==> config.mk <==
export PLATFORM = sky130hd
export DESIGN_NAME = bp_be_instr_encoder
export DESIGN_NICKNAME = d
export VERILOG_FILES = /design/src/rtl/bp_be_instr_encoder.sv
export SDC_FILE = /design/constraint.sdc
export NUM_CORES = 1
export LEC_CHECK = 0
export ABC_AREA = 1
export CORE_MARGIN = 2
export CORE_UTILIZATION = 49
export CTS_CLUSTER_DIAMETER = 120
export DETAILED_ROUTE_END_ITERATION = 10
export PLACE_DENSITY = 0.86
export SETUP_SLACK_MARGIN = 0.02
export SLEW_MARGIN = 20
export SYNTH_ARGS = -nofsm -noshare
export SYNTH_HDL_FRONTEND = slang
export SYNTH_SLANG_ARGS = --single-unit
==> constraint.sdc <==
create_clock -name clk_i -period 3.3 [get_ports clk_i]
set_input_delay 0.825 -clock clk_i [delete_from_list [all_inputs] [get_ports clk_i]]
set_output_delay 0.825 -clock clk_i [all_outputs]
set_load 0.05 [all_outputs]
==> src/rtl/bp_be_instr_encoder.sv <==
`default_nettype none
// ============================================================================
// Module  : bp_be_instr_encoder
// Purpose : Turns backend micro-op commands into 32-bit RV64I instruction
//           words that are injected into the dispatch path (trap stubs, CSR
//           reads, self-test streams). The LI pseudo-op expands into
//           LUI + ADDIW through a two-state FSM. Commands with an illegal
//           opcode or an out-of-range immediate are consumed, dropped and
//           flagged on err_o. Encoded words leave through a small FIFO with
//           a valid/ready handshake.
// Ports   : clk_i, reset_n_i          clock, async active-low reset
//           cmd_v_i / cmd_ready_o     command handshake
//           cmd_op_i, cmd_rd_i, cmd_rs1_i, cmd_rs2_i, cmd_imm_i
//                                     command fields
//           instr_v_o / instr_ready_i output handshake, instr_o head word
//           err_o                     one-cycle pulse for a dropped command
// Revision: 1.0  initial release
// ============================================================================
module bp_be_instr_encoder #(
    parameter int fifo_els_p = 2
) (
    input  logic        clk_i,
    input  logic        reset_n_i,
    input  logic        cmd_v_i,
    output logic        cmd_ready_o,
    input  logic [3:0]  cmd_op_i,
    input  logic [4:0]  cmd_rd_i,
    input  logic [4:0]  cmd_rs1_i,
    input  logic [4:0]  cmd_rs2_i,
    input  logic [31:0] cmd_imm_i,
    output logic        instr_v_o,
    output logic [31:0] instr_o,
    input  logic        instr_ready_i,
    output logic        err_o
);

    localparam int c_ptr_w = (fifo_els_p > 1) ? $clog2(fifo_els_p) : 1;

    localparam logic [3:0] c_op_add   = 4'd0;
    localparam logic [3:0] c_op_sub   = 4'd1;
    localparam logic [3:0] c_op_addi  = 4'd2;
    localparam logic [3:0] c_op_lui   = 4'd3;
    localparam logic [3:0] c_op_li    = 4'd4;
    localparam logic [3:0] c_op_ld    = 4'd5;
    localparam logic [3:0] c_op_sd    = 4'd6;
    localparam logic [3:0] c_op_beq   = 4'd7;
    localparam logic [3:0] c_op_jal   = 4'd8;
    localparam logic [3:0] c_op_csrrs = 4'd9;
    localparam logic [3:0] c_op_fence = 4'd10;
    localparam logic [3:0] c_op_nop   = 4'd11;

    typedef enum logic [0:0] {
        ST_IDLE    = 1'b0,
        ST_EMIT_LO = 1'b1
    } state_e;

    state_e              r_state;
    logic [4:0]          r_lo_rd;
    logic [11:0]         r_lo_imm;
    logic [c_ptr_w:0]    r_wptr;
    logic [c_ptr_w:0]    r_rptr;
    logic [31:0]         r_mem [fifo_els_p];
    logic                r_err;

    logic                w_full;
    logic                w_empty;
    logic                w_accept;
    logic                w_pop;
    logic                w_push_cmd;
    logic                w_push_lo;
    logic                w_push;
    logic [31:0]         w_push_data;

    logic signed [31:0]  w_simm;
    logic                w_imm12_ok;
    logic                w_br_ok;
    logic                w_jal_ok;
    logic [19:0]         w_li_hi;
    logic [31:0]         w_enc_word;
    logic                w_enc_ok;
    logic                w_li_split;

    // ------------------------------------------------------------------
    // FIFO status: full when only the wrap bits differ
    // ------------------------------------------------------------------
    assign w_full  = (r_wptr[c_ptr_w] != r_rptr[c_ptr_w]) &&
                     (r_wptr[c_ptr_w-1:0] == r_rptr[c_ptr_w-1:0]);
    assign w_empty = (r_wptr == r_rptr);

    assign cmd_ready_o = (r_state == ST_IDLE) && !w_full;
    assign instr_v_o   = !w_empty;
    assign instr_o     = w_empty ? 32'h0 : r_mem[r_rptr[c_ptr_w-1:0]];
    assign err_o       = r_err;

    assign w_accept = cmd_v_i && cmd_ready_o;
    assign w_pop    = instr_v_o && instr_ready_i;

    // ------------------------------------------------------------------
    // Immediate range checks
    // ------------------------------------------------------------------
    assign w_simm     = $signed(cmd_imm_i);
    assign w_imm12_ok = (w_simm >= -32'sd2048) && (w_simm <= 32'sd2047);
    assign w_br_ok    = (w_simm >= -32'sd4096) && (w_simm <= 32'sd4094) && !cmd_imm_i[0];
    assign w_jal_ok   = (w_simm >= -32'sd1048576) && (w_simm <= 32'sd1048574) && !cmd_imm_i[0];

    // (imm + 0x800) >> 12: adding 0x800 carries into bit 12 exactly when
    // imm[11] is set, so the upper part is imm[31:12] + imm[11] (mod 2^20).
    // This rounds hi so that the sign-extended lo[11:0] corrects it back.
    assign w_li_hi = cmd_imm_i[31:12] + {19'd0, cmd_imm_i[11]};

    // ------------------------------------------------------------------
    // Command encoder
    // ------------------------------------------------------------------
    always_comb begin
        w_enc_word = 32'h0;
        w_enc_ok   = 1'b1;
        w_li_split = 1'b0;
        case (cmd_op_i)
            c_op_add:   w_enc_word = {7'b0000000, cmd_rs2_i, cmd_rs1_i, 3'b000, cmd_rd_i, 7'b0110011};
            c_op_sub:   w_enc_word = {7'b0100000, cmd_rs2_i, cmd_rs1_i, 3'b000, cmd_rd_i, 7'b0110011};
            c_op_addi: begin
                w_enc_ok   = w_imm12_ok;
                w_enc_word = {cmd_imm_i[11:0], cmd_rs1_i, 3'b000, cmd_rd_i, 7'b0010011};
            end
            c_op_lui: begin
                w_enc_ok   = (cmd_imm_i[31:20] == 12'h000);
                w_enc_word = {cmd_imm_i[19:0], cmd_rd_i, 7'b0110111};
            end
            c_op_li: begin
                if (w_imm12_ok) begin
                    w_enc_word = {cmd_imm_i[11:0], 5'd0, 3'b000, cmd_rd_i, 7'b0010011};
                end else begin
                    w_enc_word = {w_li_hi, cmd_rd_i, 7'b0110111};
                    // A zero low part needs no ADDIW correction
                    w_li_split = (cmd_imm_i[11:0] != 12'h000);
                end
            end
            c_op_ld: begin
                w_enc_ok   = w_imm12_ok;
                w_enc_word = {cmd_imm_i[11:0], cmd_rs1_i, 3'b011, cmd_rd_i, 7'b0000011};
            end
            c_op_sd: begin
                w_enc_ok   = w_imm12_ok;
                w_enc_word = {cmd_imm_i[11:5], cmd_rs2_i, cmd_rs1_i, 3'b011,
                              cmd_imm_i[4:0], 7'b0100011};
            end
            c_op_beq: begin
                w_enc_ok   = w_br_ok;
                w_enc_word = {cmd_imm_i[12], cmd_imm_i[10:5], cmd_rs2_i, cmd_rs1_i, 3'b000,
                              cmd_imm_i[4:1], cmd_imm_i[11], 7'b1100011};
            end
            c_op_jal: begin
                w_enc_ok   = w_jal_ok;
                w_enc_word = {cmd_imm_i[20], cmd_imm_i[10:1], cmd_imm_i[11],
                              cmd_imm_i[19:12], cmd_rd_i, 7'b1101111};
            end
            c_op_csrrs: w_enc_word = {cmd_imm_i[11:0], 5'd0, 3'b010, cmd_rd_i, 7'b1110011};
            c_op_fence: w_enc_word = 32'h0ff0000f;
            c_op_nop:   w_enc_word = 32'h00000013;
            default:    w_enc_ok   = 1'b0;
        endcase
    end

    // ------------------------------------------------------------------
    // FIFO push selection; the two sources are exclusive because new
    // commands are only accepted in IDLE
    // ------------------------------------------------------------------
    assign w_push_cmd  = w_accept && w_enc_ok;
    assign w_push_lo   = (r_state == ST_EMIT_LO) && !w_full;
    assign w_push      = w_push_cmd || w_push_lo;
    assign w_push_data = w_push_lo ? {r_lo_imm, r_lo_rd, 3'b000, r_lo_rd, 7'b0011011}
                                   : w_enc_word;

    // ------------------------------------------------------------------
    // Control state: FSM, pointers, error pulse
    // ------------------------------------------------------------------
    always_ff @(posedge clk_i or negedge reset_n_i) begin
        if (!reset_n_i) begin
            r_state  <= ST_IDLE;
            r_lo_rd  <= 5'd0;
            r_lo_imm <= 12'h000;
            r_wptr   <= '0;
            r_rptr   <= '0;
            r_err    <= 1'b0;
        end else begin
            if (w_push) r_wptr <= r_wptr + 1'b1;
            if (w_pop)  r_rptr <= r_rptr + 1'b1;
            r_err <= w_accept && !w_enc_ok;
            case (r_state)
                ST_IDLE: begin
                    if (w_accept && w_li_split) begin
                        r_state  <= ST_EMIT_LO;
                        r_lo_rd  <= cmd_rd_i;
                        r_lo_imm <= cmd_imm_i[11:0];
                    end
                end
                ST_EMIT_LO: begin
                    if (!w_full) r_state <= ST_IDLE;
                end
                default: r_state <= ST_IDLE;
            endcase
        end
    end

    // Storage needs no reset: entries are only read once written
    always_ff @(posedge clk_i) begin
        if (w_push) r_mem[r_wptr[c_ptr_w-1:0]] <= w_push_data;
    end

endmodule
`default_nettype wire

---- Word level (Yosys, flattened, before mapping) ----
Memories as Yosys holds them, arrays and structs flattened.
Cells that the tools add are included.
operators by class
  add/sub/neg operators ................... 3
  muxes and demuxes ....................... 12
  equality and inequality tests ........... 14
  reductions and logical operators ........ 24
  bitwise gates (word level) .............. 1
  $lt $le $gt $ge ......................... 6
operators with widths
  kind                    count
  $pmux W32 S12           1
  $mux W32                3
  $ge A32 B12 Y1 const B  1
  $ge A32 B13 Y1 const B  1
  $ge A32 B21 Y1 const B  1
  $le A32 B12 Y1 const B  1
  $le A32 B13 Y1 const B  1
  $le A32 B21 Y1 const B  1
  $add A20 B1 Y20         1
  $eq A4 B3 Y1 const B    4
  $eq A4 B4 Y1 const B    4
  $logic_and A1 B1 Y1     13
  $logic_not A12 Y1       1
  $reduce_bool A12 Y1     1
  $eq A4 B2 Y1 const B    2
  $mux W1                 6
  $reduce_or A6 Y1        1
  $pmux W1 S5             1
  $add A2 B1 Y2 const B   2
  $eq A4 B1 Y1 const B    1
  $logic_not A1 Y1        4
  $logic_not A4 Y1        1
  $reduce_or A3 Y1        1
  $eq A2 B2 Y1            1
  other kinds (6)         6
word-level totals
  memory bits (writable) .................. 64
  output and inout port bits .............. 35
  register bits ........................... 23
  memories kept ........................... 1
memories
  memory  depth  width  rd ports  clocked after Yosys merged registers in  wr ports  line  RTL
  r_mem   2      32     1         0                                        1         62    logic [31:0] r_mem [fifo_els_p];

---- Depth between registers and ports, before layout ----
  word-level depth ........................ 9
  depth in mapped cells ................... 16
  depth with buffers taken out ............ 16

---- Worst setup path after synthesis ----
No wires, ideal clock.
  kind .................................... register to register
  from .................................... register r_rptr[0]
  to ...................................... memory r_mem[1][10], enable pin
  setup slack ............................. -0.570 ns
  stages on the path, launching flop included .. 9
  setup time .............................. 0.430 ns
  required time ........................... 2.870 ns
  buffers on the path ..................... 1
  arrival time ............................ 3.440 ns
  clock period less this slack ............ 3.870 ns
  cell sequence ........................... dfrtp_1 > buf_2 > xor2_1 > nor2_1 > nor2_1 > nand2_1 > inv_1 > nand2_1 > a21oi_1
on the way
  longest elaborated chain between the ends .. 9
  elaborated cells on any way between the ends .. 10
RTL lines
  item                           line  RTL
  start: declaration             61    logic [c_ptr_w:0] r_rptr;
  start signal: assignment       187   if (w_pop) r_rptr <= r_rptr + 1'b1;
  $eq A1 B1 Y1                   87    (r_wptr[c_ptr_w-1:0] == r_rptr[c_ptr_w-1:0]);
  $logic_and A1 B1 Y1            86    assign w_full = (r_wptr[c_ptr_w] != r_rptr[c_ptr_w]) &&
  $logic_not A1 Y1               --
  $logic_and A1 B1 Y1            90    assign cmd_ready_o = (r_state == ST_IDLE) && !w_full;
  net cmd_ready_o                25    output logic cmd_ready_o,
  $logic_and A1 B1 Y1            95    assign w_accept = cmd_v_i && cmd_ready_o;
  $logic_and A1 B1 Y1            168   assign w_push_cmd = w_accept && w_enc_ok;
  $logic_or A1 B1 Y1             170   assign w_push = w_push_cmd || w_push_lo;
  $mux W1                        207   if (w_push) r_mem[r_wptr[c_ptr_w-1:0]] <= w_push_data;
  $mux W1 (implied by the code)  207
  end: declaration               62
The timed path passes the listed nets, and every way through them passes these cells.

---- Worst setup path after layout ----
  from .................................... input cmd_imm_i[24]
  to ...................................... memory r_mem[0][7], enable pin
on the way
  longest elaborated chain between the ends .. 8
  elaborated cells on any way between the ends .. 17
RTL lines
  item                                                  line      RTL
  start: declaration                                    30        input logic [31:0] cmd_imm_i,
  $ge A32 B21 Y1, or another cell as far along          104       assign w_jal_ok = (w_simm >= -32'sd1048576) && (w_simm <= 32'sd1048574) && !cmd_imm_i[0];
  $logic_and A1 B1 Y1 (on tied branches) (2 in series)  104, 103
  $pmux W1 S5 *                                         118       case (cmd_op_i)
  $logic_and A1 B1 Y1 *                                 168
  $logic_or A1 B1 Y1 *                                  170
  $mux W1 *                                             207
  $mux W1 (implied by the code) *                       207
Every way passes the cells marked *; elsewhere a longest branch is shown, timed or not.

==> metrics.md <==
| Metric | Value |
|---|---|
| Status | `finished clean` |
| CTS H-tree lvls | `3` |
| Relative slew slack | `a little over half` |
| Min-Delay Path Class | `reg2reg` |
| Vias in the first global route | `between 5000 and 6000` |
| GRT Total Usage | `a little under 30%` |
| Synth area leaders | `edfxtp_1, nand2_1, dfrtp_1, nor2_1, a21oi_1` |
| Count of state elements after synthesis | `85` |
| Routed len/inst | `approximately 17 um` |
| Root Driver | `clkbuf_8` |
| PnR Total Power | `roughly 0.0063 W` |
| Fin nets | `897` |
| Clk sink count | `between 80 and 90` |
| Vias | `5460` |
| Top-count cell post-synth | `nand2_1` |
| Yosys warns | `0` |
| Slew Viols, Final | `0` |
| Initial cell density of the core | `about 50%` |
| Main synth FF type | `edfxtp_1` |
| Synthesized area per cell | `slightly below 8 um2` |
| Cell variety after synth | `44` |
| Sequential element share of the synthesized area | `45.1%` |
| First-pass GRT wire length | `between 20000 and 30000 um` |
| Post-synth top area share | `approximately 34%` |
| Number of diodes | `0` |
| Die height | `around 110 um` |
| Drt first pass iters | `5` |
| Peak VDD IR | `between 0.8 and 0.9 mV` |
| Crit path DAT | `3.13 ns` |
| Setup Viol. Count Final | `0` |
| Post-Synthesis Cells | `704` |
| Fin crit period | `about 3.1 ns` |
| Leak pwr | `~3.3 nW` |
| Worst r2r path cells | `6` |
| Clk_lat worst skew | `0.35 ns` |
| Vias/cell | `~5.6` |
| Clock Pin Slew Worst Setup and Hold Paths | `approximately 0.080 ns` |
| Async set-reset flop share out of synthesis | `27.1%` |
| Overflow after GRT | `0` |
| Final Hold Fails | `0` |
| Reg2reg setup slack | `approximately 0.77 ns` |
| Syn-to-layout area delta | `35.7%` |
| Syn Nets | `763` |
| WL final | `between 15000 and 20000 um` |
| CORE AREA | `roughly 11000 um2` |
| Hold EP | `r_lo_imm[4]` |
| Synth area leader | `edfxtp_1` |
| Chip Width | `around 110 um` |
| Worst-path maximum fanout | `8` |
| Worst-margin pin slew | `a little over 0.7 ns` |
| Synthesized area | `around 5400 um2` |
| # rows | `38` |
| CTS tree | `done` |
| Max cap viols | `0` |
| Final setup TNS | `0 ns` |
| Crit path kind | `in2reg` |
| Number of synthesized flops with an enable pin | `a little over 60` |
| Initial DRC Count | `approximately 540` |
| Commonest cells in the netlist | `nand2_1, nor2_1, inv_1` |
| CP endpoint kind | `flop` |
| ANT nets after route | `0` |
| Crit path launch type | `primary input` |
| I/O pins | `90` |
| DP HPWL | `~13000 um` |
| Fin crit share | `between 90 and 100%` |
| Power Density | `~850 nW/um2` |
| Worst flop-to-flop path startpoint | `r_rptr[0]` |
| # hold bufs at CTS | `0` |
| Pin count of the biggest net entering global routing | `27` |
| Max Clk Rate | `approximately 330 MHz` |
| Number of antenna violations at the first check in global routing | `0` |
| Clk buf depth | `2` |
| Buffers on Ports | `about 90` |
| Reg-to-reg critical path endpoint | `r_mem[1][14]` |
| Required @ worst endpoint | `about 3.4 ns` |
| Placer Congestion | `1.05` |
| # DRC | `0` |
| Share of cells above drive strength 1 | `17.7%` |
| Total CTS buffers | `9` |
| Worst hold stages | `2` |
| Clk_skew | `a little over 0.008 ns` |
| Die area | `11900 um2` |
| Worst hold start | `r_lo_imm[4]` |
| RSZ-0062 raised after global routing | `no` |
power breakdown:
part	switching [W]	internal, W	total, W
combinational	0.00241	0.00167	0.00408
clock	0.000355	0.000269	0.000624
sequential	0.000129	0.00143	0.00156
total	0.00289	0.00337	0.00626
stage by stage:
stage	instances	cell area (um2)	hold WS (ns)	utilization [%]	setup slack, ns
final	983	7340	0.486	68.0	0.231
after global routing	983	7340	0.515	68.0	0.0297
after CTS	983	7340	0.487	68.0	0.273
after detailed placement	967	7180	0.468	66.5	-0.0731
after global placement	967	7180	0.465	66.5	0.0267
after floorplan	704	5410	0.455	-	0.0419
how the worst max path moves through the flow:
| stage | startpoint | to | slack (ns) | cells past startpoint |
|---|---|---|---|---|
| 6_report | cmd_imm_i[24] | r_mem[0][7] | 0.23 | 16 |
| 5_1_grt | cmd_imm_i[15] | r_mem[0][7] | 0.03 | 16 |
| 4_1_cts | cmd_imm_i[24] | r_mem[0][7] | 0.27 | 16 |
| 3_5_place_dp | cmd_imm_i[24] | r_mem[0][3] | -0.07 | 16 |
| 3_3_place_gp | cmd_imm_i[24] | r_mem[0][2] | 0.03 | 16 |
| 2_1_floorplan | r_rptr[0] | r_mem[1][10] | 0.04 | 8 |
area by class of cell:
cell class,count,area (um2)
sequential,85,2440
multi-input combinational,522,2540
tap,140,175
clock buffer,11,131
inverter,69,262
clock inverter,5,28.8
fill,834,3450
timing repair buffer,151,1760
cells in the final DEF, fill, tap and decap left out, drive strengths merged:
master and n:
dfrtp 23, nand4 12, xnor2 3, nand3 30
nor4 1, ha 4, a221oi 9, o22ai 4
inv 68, o21a 1, nand2 260, edfxtp 62
a31oi 3, a22oi 3, dlymetal6s2s 1, o211ai 2
clkinvlp 2, o221ai 1, clkdlybuf4s50 54, o21ai 43
clkbuf 11, nor3b 1, o31ai 2, and2 1
a211oi 1, nor2 74, o2111ai 1, clkinv 4
a21oi 49, xor2 12, buf 96, nor3 5
flip-flops by register name, summed over array words and instances (netlist names):
name,cells
r_mem,62
r_lo_imm,12
r_lo_rd,5
r_rptr,2
r_wptr,2
err_o,1
r_state,1
routing by layer:
metal	global-route usage [%]	vias up	wire length (um)
li1	-	2583	-
met1	37.0	2458	6450
met2	48.4	357	7850
met3	4.90	62	1410
met4	14.9	0	792
met5	0	-	0
critical path, cell delays in order:
cell             delay [ns]
clkdlybuf4s50_1        0.60
nand2_2                0.12
nor2_4                 0.22
nand2_1                0.14
nor2_1                 0.12
a21oi_1                0.08
nand2_1                0.07
nand3_1                0.07
nand2_1                0.06
nand2_1                0.06
nand2_1                0.10
nand2_1                0.11
nand2_1                0.11
nand2_1                0.10
inv_1                  0.15
buf_4                  0.19
cell families after synthesis:
family,synth area share (%)
and+or+nand+nor,30.0
AOI/OAI and AO/OA,13.6
buffers and inverters,8.00
DFF,45.1
xor gates and xnor gates,2.43
adders and majority gates,0.925
timing repair:
action	4_1_cts	5_1_grt
endpoints found under the setup margin	0	31
resized for setup	0	1
setup buffers	0	0
No activity file was read; power rests on OpenSTA's default activity.
